## config.mk

```make
export PLATFORM = sky130hd
export DESIGN_NAME = signal_conflict_monitor
export DESIGN_NICKNAME = d
export VERILOG_FILES = /design/src/rtl/traffic_pkg.sv /design/src/rtl/approach_tracker.sv /design/src/rtl/signal_conflict_monitor.sv
export SDC_FILE = /design/constraint.sdc
export NUM_CORES = 1
export LEC_CHECK = 0
export ABC_AREA = 1
export BUFFER_PORTS_ARGS = -buffer_cell sky130_fd_sc_hd__buf_4
export CAP_MARGIN = 20
export CORE_MARGIN = 1
export CORE_UTILIZATION = 49
export CTS_CLUSTER_SIZE = 10
export DETAILED_ROUTE_END_ITERATION = 6
export HOLD_SLACK_MARGIN = 0.05
export PLACE_DENSITY_LB_ADDON = 0.3
export SYNTH_ARGS = -nofsm -noshare
export SYNTH_HDL_FRONTEND = slang
export SYNTH_SLANG_ARGS = --single-unit
export TNS_END_PERCENT = 50
```

## constraint.sdc

```tcl
create_clock -name clk -period 1.31 [get_ports clk]
set_input_delay 0.262 -clock clk [delete_from_list [all_inputs] [get_ports clk]]
set_output_delay 0.262 -clock clk [all_outputs]
set_load 0.005 [all_outputs]
```

## src/rtl/traffic_pkg.sv

```systemverilog
// Shared aspect encodings, fault codes and monitor state for the signal conflict monitor.
// Optional stuck-phase checking is enabled by defining CONFLICT_MON_STUCK_CHECK_EN.
package traffic_pkg;

    localparam logic [2:0] LIGHT_RED    = 3'b100;
    localparam logic [2:0] LIGHT_YELLOW = 3'b010;
    localparam logic [2:0] LIGHT_GREEN  = 3'b001;
    localparam logic [2:0] LIGHT_OFF    = 3'b000;

    localparam logic [2:0] FC_NONE     = 3'd0;
    localparam logic [2:0] FC_INVALID  = 3'd1;
    localparam logic [2:0] FC_CONFLICT = 3'd2;
    localparam logic [2:0] FC_SEQUENCE = 3'd3;
    localparam logic [2:0] FC_STUCK    = 3'd4;

    typedef enum logic [1:0] {
        ST_STARTUP = 2'd0,
        ST_NORMAL  = 2'd1,
        ST_FAULT   = 2'd2
    } monitor_state_t;

    function automatic logic is_one_hot(input logic [2:0] aspect);
        return (aspect == LIGHT_RED) || (aspect == LIGHT_YELLOW) || (aspect == LIGHT_GREEN);
    endfunction

endpackage

```

## src/rtl/approach_tracker.sv

```systemverilog
// Per-approach history: previous aspect, yellow dwell and (with CONFLICT_MON_STUCK_CHECK_EN)
// the non-red run length. Flags illegal transitions into red and over-long phases.
module approach_tracker
    import traffic_pkg::*;
#(
    parameter int MIN_YELLOW = 3,
    parameter int MAX_PHASE  = 60
) (
    input  logic       clk,
    input  logic       rst,
    input  logic       i_en,
    input  logic [2:0] i_aspect,
    output logic       o_seq_err,
    output logic       o_stuck_err
);

    localparam int YW = $clog2(MIN_YELLOW + 1);
    localparam logic [YW-1:0] Y_SAT = YW'(MIN_YELLOW);

    logic [2:0]    r_prev;
    logic [YW-1:0] r_ycnt;

    // While disabled the tracker looks as if the approach has been red forever.
    always_ff @(posedge clk or negedge rst) begin
        if (!rst) begin
            r_prev <= LIGHT_RED;
            r_ycnt <= '0;
        end else if (!i_en) begin
            r_prev <= LIGHT_RED;
            r_ycnt <= '0;
        end else begin
            r_prev <= i_aspect;
            if (i_aspect == LIGHT_RED) begin
                r_ycnt <= '0;
            end else if ((i_aspect == LIGHT_YELLOW) && (r_ycnt != Y_SAT)) begin
                r_ycnt <= r_ycnt + 1'b1;
            end
        end
    end

    assign o_seq_err = (i_aspect == LIGHT_RED) &&
                       ((r_prev == LIGHT_GREEN) ||
                        ((r_prev == LIGHT_YELLOW) && (r_ycnt < Y_SAT)));

`ifdef CONFLICT_MON_STUCK_CHECK_EN
    localparam int NW = $clog2(MAX_PHASE + 2);
    localparam logic [NW-1:0] N_SAT = NW'(MAX_PHASE + 1);
    localparam logic [NW-1:0] N_LIM = NW'(MAX_PHASE);

    logic [NW-1:0] r_nrcnt;

    always_ff @(posedge clk or negedge rst) begin
        if (!rst) begin
            r_nrcnt <= '0;
        end else if (!i_en || (i_aspect == LIGHT_RED)) begin
            r_nrcnt <= '0;
        end else if (r_nrcnt != N_SAT) begin
            r_nrcnt <= r_nrcnt + 1'b1;
        end
    end

    // The current sample would be non-red run number MAX_PHASE+1.
    assign o_stuck_err = (i_aspect != LIGHT_RED) && (r_nrcnt >= N_LIM);
`else
    assign o_stuck_err = 1'b0;
`endif

endmodule

```

## src/rtl/signal_conflict_monitor.sv

```systemverilog
// Fail-safe stage between the traffic controller and the lamp drivers: registers the aspects,
// checks them, and forces flashing red on a violation. Stuck check: CONFLICT_MON_STUCK_CHECK_EN.
module signal_conflict_monitor
    import traffic_pkg::*;
#(
    parameter int STARTUP_CYCLES = 2,
    parameter int MIN_YELLOW     = 3,
    parameter int MAX_PHASE      = 60,
    parameter int FLASH_HALF     = 1
) (
    input  logic           clk,
    input  logic           rst,
    input  logic [2:0]     ns_light_in,
    input  logic [2:0]     ew_light_in,
    input  logic           clear_fault,
    output logic [2:0]     ns_lamp,
    output logic [2:0]     ew_lamp,
    output logic           fault,
    output logic [2:0]     fault_code,
    output monitor_state_t dbg_state
);

    localparam int SW = (STARTUP_CYCLES > 1) ? $clog2(STARTUP_CYCLES) : 1;
    localparam int FW = (FLASH_HALF > 1) ? $clog2(FLASH_HALF) : 1;
    localparam logic [SW-1:0] START_LAST = SW'(STARTUP_CYCLES - 1);
    localparam logic [FW-1:0] FLASH_LAST = FW'(FLASH_HALF - 1);

    monitor_state_t r_state, w_state_nxt;
    logic [2:0]     r_ns_q, r_ew_q, r_ns_lamp, r_ew_lamp, r_code;
    logic [2:0]     w_ns_lamp_nxt, w_ew_lamp_nxt, w_code_nxt, w_viol;
    logic [SW-1:0]  r_start_cnt, w_start_cnt_nxt;
    logic [FW-1:0]  r_flash_cnt, w_flash_cnt_nxt;
    logic           r_flash_red, w_flash_red_nxt;
    logic           w_trk_en, w_ns_seq, w_ew_seq, w_ns_stuck, w_ew_stuck;

    assign w_trk_en = (r_state == ST_NORMAL);

    approach_tracker #(.MIN_YELLOW(MIN_YELLOW), .MAX_PHASE(MAX_PHASE)) u_ns_trk (
        .clk(clk), .rst(rst), .i_en(w_trk_en), .i_aspect(r_ns_q),
        .o_seq_err(w_ns_seq), .o_stuck_err(w_ns_stuck)
    );

    approach_tracker #(.MIN_YELLOW(MIN_YELLOW), .MAX_PHASE(MAX_PHASE)) u_ew_trk (
        .clk(clk), .rst(rst), .i_en(w_trk_en), .i_aspect(r_ew_q),
        .o_seq_err(w_ew_seq), .o_stuck_err(w_ew_stuck)
    );

    always_comb begin
        w_viol = FC_NONE;
        if (!is_one_hot(r_ns_q) || !is_one_hot(r_ew_q)) begin
            w_viol = FC_INVALID;
        end else if ((r_ns_q != LIGHT_RED) && (r_ew_q != LIGHT_RED)) begin
            w_viol = FC_CONFLICT;
        end else if (w_ns_seq || w_ew_seq) begin
            w_viol = FC_SEQUENCE;
        end else if (w_ns_stuck || w_ew_stuck) begin
            w_viol = FC_STUCK;
        end
    end

    // Lamps are registered from the next-state logic so a bad aspect is replaced by red on the
    // same edge that detects it and never reaches the lamp drivers.
    always_comb begin
        w_state_nxt     = r_state;
        w_start_cnt_nxt = r_start_cnt;
        w_flash_cnt_nxt = r_flash_cnt;
        w_flash_red_nxt = r_flash_red;
        w_code_nxt      = r_code;
        w_ns_lamp_nxt   = LIGHT_RED;
        w_ew_lamp_nxt   = LIGHT_RED;
        case (r_state)
            ST_STARTUP: begin
                if (r_start_cnt == START_LAST) begin
                    w_state_nxt     = ST_NORMAL;
                    w_start_cnt_nxt = '0;
                end else begin
                    w_start_cnt_nxt = r_start_cnt + 1'b1;
                end
            end
            ST_NORMAL: begin
                if (w_viol != FC_NONE) begin
                    w_state_nxt     = ST_FAULT;
                    w_code_nxt      = w_viol;
                    w_flash_cnt_nxt = '0;
                    w_flash_red_nxt = 1'b1;
                end else begin
                    w_ns_lamp_nxt = r_ns_q;
                    w_ew_lamp_nxt = r_ew_q;
                end
            end
            ST_FAULT: begin
                if (clear_fault && (r_ns_q == LIGHT_RED) && (r_ew_q == LIGHT_RED)) begin
                    w_state_nxt     = ST_STARTUP;
                    w_code_nxt      = FC_NONE;
                    w_start_cnt_nxt = '0;
                end else begin
                    if (r_flash_cnt == FLASH_LAST) begin
                        w_flash_cnt_nxt = '0;
                        w_flash_red_nxt = ~r_flash_red;
                    end else begin
                        w_flash_cnt_nxt = r_flash_cnt + 1'b1;
                    end
                    w_ns_lamp_nxt = w_flash_red_nxt ? LIGHT_RED : LIGHT_OFF;
                    w_ew_lamp_nxt = w_flash_red_nxt ? LIGHT_RED : LIGHT_OFF;
                end
            end
            default: begin
                w_state_nxt = ST_STARTUP;
            end
        endcase
    end

    always_ff @(posedge clk or negedge rst) begin
        if (!rst) begin
            r_state     <= ST_STARTUP;
            r_ns_q      <= LIGHT_RED;
            r_ew_q      <= LIGHT_RED;
            r_ns_lamp   <= LIGHT_RED;
            r_ew_lamp   <= LIGHT_RED;
            r_code      <= FC_NONE;
            r_start_cnt <= '0;
            r_flash_cnt <= '0;
            r_flash_red <= 1'b1;
        end else begin
            r_state     <= w_state_nxt;
            r_ns_q      <= ns_light_in;
            r_ew_q      <= ew_light_in;
            r_ns_lamp   <= w_ns_lamp_nxt;
            r_ew_lamp   <= w_ew_lamp_nxt;
            r_code      <= w_code_nxt;
            r_start_cnt <= w_start_cnt_nxt;
            r_flash_cnt <= w_flash_cnt_nxt;
            r_flash_red <= w_flash_red_nxt;
        end
    end

    assign ns_lamp    = r_ns_lamp;
    assign ew_lamp    = r_ew_lamp;
    assign fault      = (r_state == ST_FAULT);
    assign fault_code = r_code;
    assign dbg_state  = r_state;

endmodule

```

# Yosys cells after proc, flatten, opt, wreduce, memory -nomap -nowiden
# Index checks and enable logic that the tools add are counted.
# totals
output_inout_bits	12
input_bits	9
elab_cells	106
regBits	30
# op_classes
mux	37
add_sub_neg	4
eq_ne	22
magnitude_cmp	2
n_bitwise	1
n_reduce_logical	27
# op_table
op	n
3-bit two-way mux	9
2-bit two-way mux	11
3-bit one-hot mux with 2 select lines	3
3-bit by 1-bit == test with 1-bit output, second input constant	4
3-bit by 2-bit == test with 1-bit output, second input constant	4
3-bit != test, second input constant	4
1-bit two-way mux	10
2-bit != test, second input constant	5
1-bit logical AND	9
3-bit AND reduction	3
1-bit logical OR	8
3-bit == test, second input constant	2
1-bit one-hot mux with 2 select lines	3
2-bit one-hot mux with 3 select lines	1
2-bit by 1-bit adder with 2-bit output, second input constant	2
2-bit less-than comparator, second input constant	2
2-bit nonzero test	2
3-bit nonzero test	1
1-bit adder, second input constant	2
2-bit by 1-bit == test with 1-bit output, second input constant	1
2-bit == test, second input constant	1
1-bit logical NOT	2
2-bit logical NOT	1
2-bit by 1-bit != test with 1-bit output, second input constant	1
2 further kinds	2

# Depth between registers and ports, before layout
# Gate-level depths: netlist (run 1).
# logic_depth
word_depth	11
mapped_depth	11
mapped_depth_nobuf	11

# By module
# Synthesis (run 1) repeated with hierarchy kept, for this count alone.
# unflattened
cells_unflattened	167
hier_area_um2	1457.6
# modules_own_cells
mod	seq_area_each_um2	n_inst	area_each_um2	cells_per_inst
signal_conflict_monitor	481.7	1	923.4	102
approach_tracker (u_ew_trk)	126.4	1	271.5	32
approach_tracker (u_ns_trk)	126.4	1	262.8	33

# Worst setup path after synthesis (run 1)
# OpenSTA, ideal clock, no wires.
# synth_timing
path_kind	register to register
from	reg r_ew_q[2]
to	reg r_state[0], in the netlist dbg_state[0]
t_required_ps	1193
synth_period_minus_slack_ps	1283
arrival_ps	1166
path_stages_with_launch	10
path_slack_ps	27
setup_ps	117
path_buffers	0
path_cell_list	dfstp_2 > nand2_1 > nor2_2 > nand3_1 > nand2_2 > nor2_4 > nand3_4 > nand3_2 > nand2_1 > nand2_1
# synth_via
elab_chain_len	9
elab_cells_between_ends	19
cone_classes	6 x eq/ne; 3 x mux; 10 x reduce/logical
# synth_rtl
element	line_no	rtl
start: declaration	signal_conflict_monitor.sv:29	logic [2:0] r_ns_q, r_ew_q, r_ns_lamp, r_ew_lamp, r_code;
start signal: assignment	signal_conflict_monitor.sv:127	r_ew_q <= ew_light_in;
3-bit == test or 3-bit by 2-bit == test with 1-bit output (tied branches)	traffic_pkg.sv:23, approach_tracker.sv:41, signal_conflict_monitor.sv:92	
1-bit logical AND or 1-bit logical OR (tied branches)	approach_tracker.sv:41, traffic_pkg.sv:23	
1-bit logical OR, on equally long branches	signal_conflict_monitor.sv:54, traffic_pkg.sv:23	
2-bit two-way mux or 1-bit logical NOT (tied branches)	signal_conflict_monitor.sv:54, signal_conflict_monitor.sv:50	
2-bit two-way mux or 1-bit logical OR (tied branches)	signal_conflict_monitor.sv:52, signal_conflict_monitor.sv:50	
3-bit two-way mux	signal_conflict_monitor.sv:50	if (!is_one_hot(r_ns_q) || !is_one_hot(r_ew_q)) begin
3-bit nonzero test	signal_conflict_monitor.sv:81	if (w_viol != FC_NONE) begin
2-bit != test (no source line)	--	
3-bit AND reduction (no source line) *	--	
end signal: assignment	signal_conflict_monitor.sv:125	r_state <= w_state_nxt;
end: declaration	signal_conflict_monitor.sv:28	monitor_state_t r_state, w_state_nxt;
# Every way passes the cells marked *; elsewhere a longest branch is shown, timed or not.
# A chain may end at the register's enable or synchronous reset.

# Worst setup path after layout (run 1)
# layout_timing
from	reg r_ew_q[1]
to	reg r_state[1], in the netlist dbg_state[1]
# Same word-level chain as after synthesis.

==> summary.md, run 1 <==
| Metric | Value |
|---|---|
| Layout Cells excl Fill | about 230 |
| HP Class | in2async |
| Power per Cell Area | 1613 nW/µm² |
| Slew Viols, Final | 0 |
| Final setup fails | 15 |
| H-tree levels | 1 |
| Die Wd | 54.05 µm |
| Leakage power | approximately 0.99 nW |
| IO Port Bufs | 19 |
| Global-route wire length before repair | 4740 µm |
| Starting Density | 52.63% |
| Via Count | 1,155 |
| I/O pin total | 21 |
| Final worst slack | -0.2083 ns |
| Max IR drop VDD | between 1500 and 2000 µV |
| DRC violations left | 0 |
| RSZ-0062 raised after global routing | yes |
| Hold Vio Cnt, Final | 0 |
| CTS max path bufs | 2 |
| Final HPWL DP | 2036 µm |
| CP required | approximately 1.6 ns |
| CP Class | reg2reg |
| CP Data Arrival Time | around 1.8 ns |
| Vias in the first global route | 1,129 |
| Clock insertion delay at the later pin of the skew report | roughly 0.35 ns |
| Global route overflow | 0 |
| Most common cell after layout, fill and taps aside | buf_4 |
| Initial DRC count | 36 |
| First-pass DRT Iterations | 4 |
| Ant diodes | 0 |
| Synthesized area | approximately 1300 µm² |
| Syn Area/Cell | 8.970 µm² |
| Placed cells | between 200 and 250 |
| Routability-driven placement congestion ratio | around 0.8 |
| Post-layout nets | approximately 210 |
| R2R setup slack | -0.21 ns |
| Yosys cell types | 25 |
| Max Freq | 658.6 MHz |
| Root buffer cell | clkbuf_4 |
| TNS Setup | -2.074 ns |
| Crit end category | flop |
| CTS sink count | 28 |
| CTS tree | yes |
| Die Footprint | 2921 µm² |
| Setup WS pre-CTS | -0.1453 ns |
| Failing checks | negative setup slack |
| Avg WL per Cell | approximately 14 µm |
| Worst hold slack | roughly 0.34 ns |
| Layout cells sized above 1 | between 40 and 50% |
| Initial antenna violation count | 0 |
| Final period utilization | 115.9% |
| Core ar. | 2522 µm² |
| Final ANT Viol Nets | 0 |
| P&R area growth vs syn | 44.20% |
| Synth warn | 0 |
| Total CTS buffers | 3 |
| Commonest non-fill, non-tap cells in the layout | buf_4 (34), nand2_1 (32), dfrtp_1 (21) |
| Setup Skew | 0.01102 ns |
| Vias per cell | 5.088 |
| Max-Cap Viols | 0 |
| Worst-path clk slew | 0.16 ns |
| Largest net degree at the start of global routing | 29 |
| Final wirelength | roughly 3200 µm |
| CP Launch Type | flop |
| Die height | around 54 µm |
| Crit path time final | 1.518 ns |
| Status | complete, but fails checks |
| Crit Path Max Fanout | 6 |
| GRT Total Usage | between 20% and 30% |
| Register area share after synthesis | 53.44% |
| Synth Register Bits | 28 |
| Final core utilization | 75.89% |
| Cells after Synth | 148 |
| Site row count | 18 |
| Mapped Nets | 163 |
## registers in the layout, summed over array words and instances (netlist names)
name	flops
ew_lamp	3
ns_lamp	3
r_ew_q	3
r_ns_q	3
u_ew_trk.r_prev	3
u_ns_trk.r_prev	3
dbg_state	2
fault_code	2
u_ew_trk.r_ycnt	2
u_ns_trk.r_ycnt	2
r_flash_red	1
r_start_cnt	1
## stage by stage
stage	cell area (µm²)	power, mW
3_5_place_dp	1579	2.161
3_3_place_gp	1579	2.111
6_report	1914	3.088
2_1_floorplan	1328	1.771
5_1_grt	1914	3.278
4_1_cts	1822	2.916
## per-layer routing
metal	track usage (%)	part of all wire, %
met3	4.802	3.1
met2	38.07	52
met5	0	0
met4	16.67	3.0
met1	27.70	42
## power breakdown
group | switching, mW | internal (mW)
clock | 0.275 | 0.310
sequential | 0.114 | 1.08
combinational | 0.686 | 0.624
## critical path: stages (launching register included)
cell	delay, ns
dfrtp_1	0.43
inv_1	0.13
nand3_1	0.16
nand3_2	0.13
nand2_2	0.08
nor2_4	0.18
nand3_4	0.14
nand4_1	0.14
nand2_1	0.06
## logic make-up (layout without fill, tap and decap cells)
kind of cell | Yosys count | count (layout) | synth area share, %
AO/OA/AOI/OAI | 11 | 11 | 4.336
AND/OR/NAND/NOR | 75 | 75 | 28.37
buffers and inverters | 27 | 76 | 7.917
adder cells (fa/ha/maj) | 6 | 6 | 5.655
other | 1 | 1 | 0.2825
flip-flops | 28 | 28 | 53.44
## final timing paths
check / from / endpoint / cells after the start
worst max-delay path: r_ew_q[1]$_DFF_PN0_ / dbg_state[1]$_DFFE_PN0P_ / 8
worst min-delay path: rst / u_ew_trk.r_ycnt[1]$_DFFE_PN0P_ / 2
worst max register to register: r_ew_q[1]$_DFF_PN0_ / dbg_state[1]$_DFFE_PN0P_ / 8
worst min register to register: fault_code[0]$_DFFE_PN0P_ / fault_code[0]$_DFFE_PN0P_ / 2
max in group asynchronous: rst / r_ns_q[2]$_DFF_PN1_ / 2
min in group clk: clear_fault / ew_lamp[2]$_DFF_PN1_ / 5
## cell type report
cell class	instances	area (µm²)
multi-input cells	93	625.6
clock buffers	3	22.52
clock inverters	1	30.03
fillers	168	608.1
repair buffers	47	392.9
inverters	25	96.34
flip-flops and latches	28	709.4
well taps	30	37.54
## repair_timing
action	in CTS	in global routing
pin swaps	4	7
setup endpoints to repair	15	19
hold endpoints to repair	27	0
setup buffers	7	4
resized for setup	20	16
hold buffers	7	0
## Yosys cell counts
cell type,n,area share [%]
nand3_2,4,3.0
nor2_2,2,0.94
nand4_1,4,1.9
inv_1,24,6.8
nand3_1,10,3.8
nand3_4,1,1.3
a21boi_1,1,0.57
or2_2,1,0.47
buf_4,1,0.57
o21ai_0,4,1.5
a21oi_1,4,1.5
ha_1,6,5.7
dfstp_2,7,14
inv_2,1,0.28
nand2_2,3,1.4
nor2_4,1,0.85
nor2_1,11,3.1
o21ai_1,2,0.75
conb_1,1,0.28
dfrtp_1,21,40
nor3_1,1,0.38
clkbuf_1,1,0.28
or2_1,1,0.47
nand3b_1,2,1.1
nand2_1,34,9.6
No activity file was read; power rests on OpenSTA's default activity.
==> inputs of run 2 (changes only) <==
==> constraint.sdc (replaced) <==
create_clock -name clk -period 1.3 [get_ports clk]
set_input_delay 0.26 -clock clk [delete_from_list [all_inputs] [get_ports clk]]
set_output_delay 0.26 -clock clk [all_outputs]
set_load 0.005 [all_outputs]
==> run 2 against run 1 <==
  * Utilization fell by 1.0 points
  * Worst setup slack got worse by 0.041 ns
  * Global-route usage fell by 1.9 points
  * Final area fell by 1.4%
  * Final cell count fell by 0.44%
  * Combinational power fell by 4%
  * The flow still finishes with violations (negative setup slack)
  * Sequential power barely moved
  * Maximum frequency fell by 2.0%
  * Clock skew fell by 0.0062 ns
  * Die area did not move
  * Sequential share of layout area rose by 0.58 points
  * First-iteration DRC count fell by 31%
==> summary.md, run 2 (synthesis gave the netlist of run 1 again) <==
| Metric | Value |
|---|---|
| CTS max path bufs | 2 (unchanged) |
| Reg2reg path depth | 7 (was 8) |
| Crit Path Max Fanout | 4 (was 6) |
| Status | complete, but fails checks (unchanged) |
| Leakage power | 0.9760 nW (was 0.9871 nW) |
| Clock power frac | 18.9% (about the same) |
| Via Count | 1,161 (was 1,155) |
| Slew Viols, Final | 0 (unchanged) |
| Worst-path clk slew | 0.15 ns (was 0.16 ns) |
| CP Launch Type | flop (unchanged) |
| Global-route wire length before repair | 4519 µm (was 4740 µm) |
| P&R area growth vs syn | 42.22% (was 44.20%) |
| Site row count | 18 (unchanged) |
| Layout filler cell count | 183 (was 168) |
| P_sw | 1.052 mW (was 1.074 mW) |
| CP Data Arrival Time | 1.78 ns (about the same) |
| Global route overflow | 0 (unchanged) |
| RSZ-0062 raised after global routing | yes (unchanged) |
| Final HPWL DP | 1911 µm (was 2036 µm) |
| Crit-path slowest cell | dfstp_2 (was dfrtp_1) |
| Max incr delay on CP | 0.62 ns (was 0.43 ns) |
| Crit path time final | 1.550 ns (was 1.518 ns) |
| Buffers & Inverters on Critical Path | 1 (unchanged) |
| Most common cell after layout, fill and taps aside | buf_4 (unchanged) |
| CTS sink count | 28 (unchanged) |
| Setup Skew | 0.004783 ns (was 0.01102 ns) |
| Starting Density | 52.63% (unchanged) |
| CTS tree | yes (unchanged) |
| Power share of the combinational group | 41.5% (was 42.4%) |
| TNS Setup | -2.410 ns (was -2.074 ns) |
| Worst hold slack | 0.3618 ns (was 0.3412 ns) |
| Crit end category | flop (unchanged) |
| Failing checks | negative setup slack (unchanged) |
| CP Depth | 7 (was 8) |
| Hold Vio Cnt, Final | 0 (unchanged) |
| Final period utilization | 119.2% (was 115.9%) |
| I/O pin total | 21 (unchanged) |
| Core ar. | 2522 µm² (unchanged) |
| Commonest non-fill, non-tap cells in the layout | buf_4 (32), nand2_1 (31), dfrtp_1 (20) (was buf_4 (34), nand2_1 (32), dfrtp_1 (21)) |
| Initial antenna violation count | 0 (unchanged) |
| CP Class | reg2reg (unchanged) |
| Vias per cell | 5.137 (was 5.088) |
| Avg WL per Cell | 13.42 µm (was 14.18 µm) |
| Die Footprint | 2921 µm² (unchanged) |
| IO Port Bufs | 19 (unchanged) |
| Routability-driven placement congestion ratio | 0.7759 (was 0.7824) |
| Clock insertion delay at the later pin of the skew report | 0.33 ns (was 0.35 ns) |
| Crit-path cells | nand2_2 > nor2_4 > nand3_1 > inv_1 > nand2_1 > nand3_1 > o21ai_0 (was inv_1 > nand3_1 > nand3_2 > nand2_2 > nor2_4 > nand3_4 > nand4_1 > nand2_1) |
| Vias in the first global route | 1,062 (was 1,129) |
| Largest net degree at the start of global routing | 29 (unchanged) |
| HP Class | in2async (unchanged) |
| Max Freq | 645.3 MHz (was 658.6 MHz) |
| Seq pwr share | 39.7% (was 38.7%) |
| Max-Cap Viols | 0 (unchanged) |
| Root buffer cell | clkbuf_4 (unchanged) |
| Max IR drop VDD | 1775 µV (was 1827 µV) |
| Ant diodes | 0 (unchanged) |
| Pwr Total | 3.036 mW (was 3.088 mW) |
| Die height | 54.05 µm (unchanged) |
| Final setup fails | 16 (was 15) |
| Final core utilization | 74.85% (was 75.89%) |
| Cell Int Power | 1.984 mW (was 2.014 mW) |
| Final wirelength | 3032 µm (was 3218 µm) |
| Die Wd | 54.05 µm (unchanged) |
| CP required | 1.53 ns (was 1.57 ns) |
| First-pass DRT Iterations | 4 (unchanged) |
| H-tree levels | 1 (unchanged) |
| DRC violations left | 0 (unchanged) |
| Post-layout nets | 212 (was 213) |
| Critical path's top delay family | simple AND/OR/NAND/NOR gates (unchanged) |
| Final ANT Viol Nets | 0 (unchanged) |
| Final worst slack | -0.2496 ns (was -0.2083 ns) |
| Initial DRC count | 25 (was 36) |
| Layout Cells excl Fill | 226 (was 227) |
| GRT Total Usage | 21.62% (was 23.54%) |
| Layout cells sized above 1 | 45.41% (was 44.67%) |
| Switching share of power | 34.65% (was 34.78%) |
| Most Frequent Cell on Critical Path | nand3_1 |
| Placed cells | 205 (was 206) |
| Total CTS buffers | 3 (unchanged) |
| Power per Cell Area | 1608 nW/µm² (was 1613 nW/µm²) |
run 2: layer usage:
layer	GRT usage [%]	vias to the layer above	part of all wire (%)
met2	37.45	33	52
met4	5.128	0	1.3
met3	1.695	6	2.7
met1	29.35	567	44
li1	-	555	-
met5	0	-	0
run 2: area by class of cell:
class,instances,area (µm²),share of cell area (%)
flip-flops and latches,28,710.7,37.64
multi-input cells,93,604.3,32.01
repair buffers,46,389.1,20.61
inverters,25,93.84,4.970
well taps,30,37.54,1.988
clock inverters,1,30.03,1.590
clock buffers,3,22.52,1.193
run 2: power by group through the flow:
stage	Combinational (mW)	Sequential, mW	Clock (mW)
finish	1.26	1.20	0.572
global route	1.39	1.22	0.613
CTS	1.14	1.19	0.574
detailed placement	0.953	1.22	0
global placement	0.913	1.21	0
floorplan	0.581	1.20	0
run 2: timing repair:
item,CTS,global route
pin swaps,9,3
endpoints found under the setup margin,15,19
hold buffers,7,0
endpoints found under the hold margin,27,0
gates resized for setup,22,16
buffers inserted,7,3
cloned,0,0
run 2: path summary, 6_finish.rpt:
path,start,end,slack (ns)
max,r_ew_q[2]$_DFF_PN1_,r_start_cnt$_DFFE_PN0P_,-0.25
min,rst,u_ew_trk.r_ycnt[1]$_DFFE_PN0P_,0.36
max reg2reg,r_ew_q[2]$_DFF_PN1_,r_start_cnt$_DFFE_PN0P_,-0.25
min reg2reg,fault_code[0]$_DFFE_PN0P_,fault_code[0]$_DFFE_PN0P_,0.50
max in group asynchronous,rst,r_ns_q[2]$_DFF_PN1_,0.63
min in group clk,clear_fault,ns_lamp[2]$_DFF_PN1_,0.42
run 2: per-stage QoR:
| step | setup slack, ns | area, µm² |
|---|---|---|
| global route | -0.3145 | 1888 |
| detailed placement | -0.1112 | 1572 |
| finish | -0.2496 | 1888 |
| CTS | -0.1226 | 1822 |
| global placement | -0.07409 | 1572 |
| floorplan | 0.01737 | 1328 |
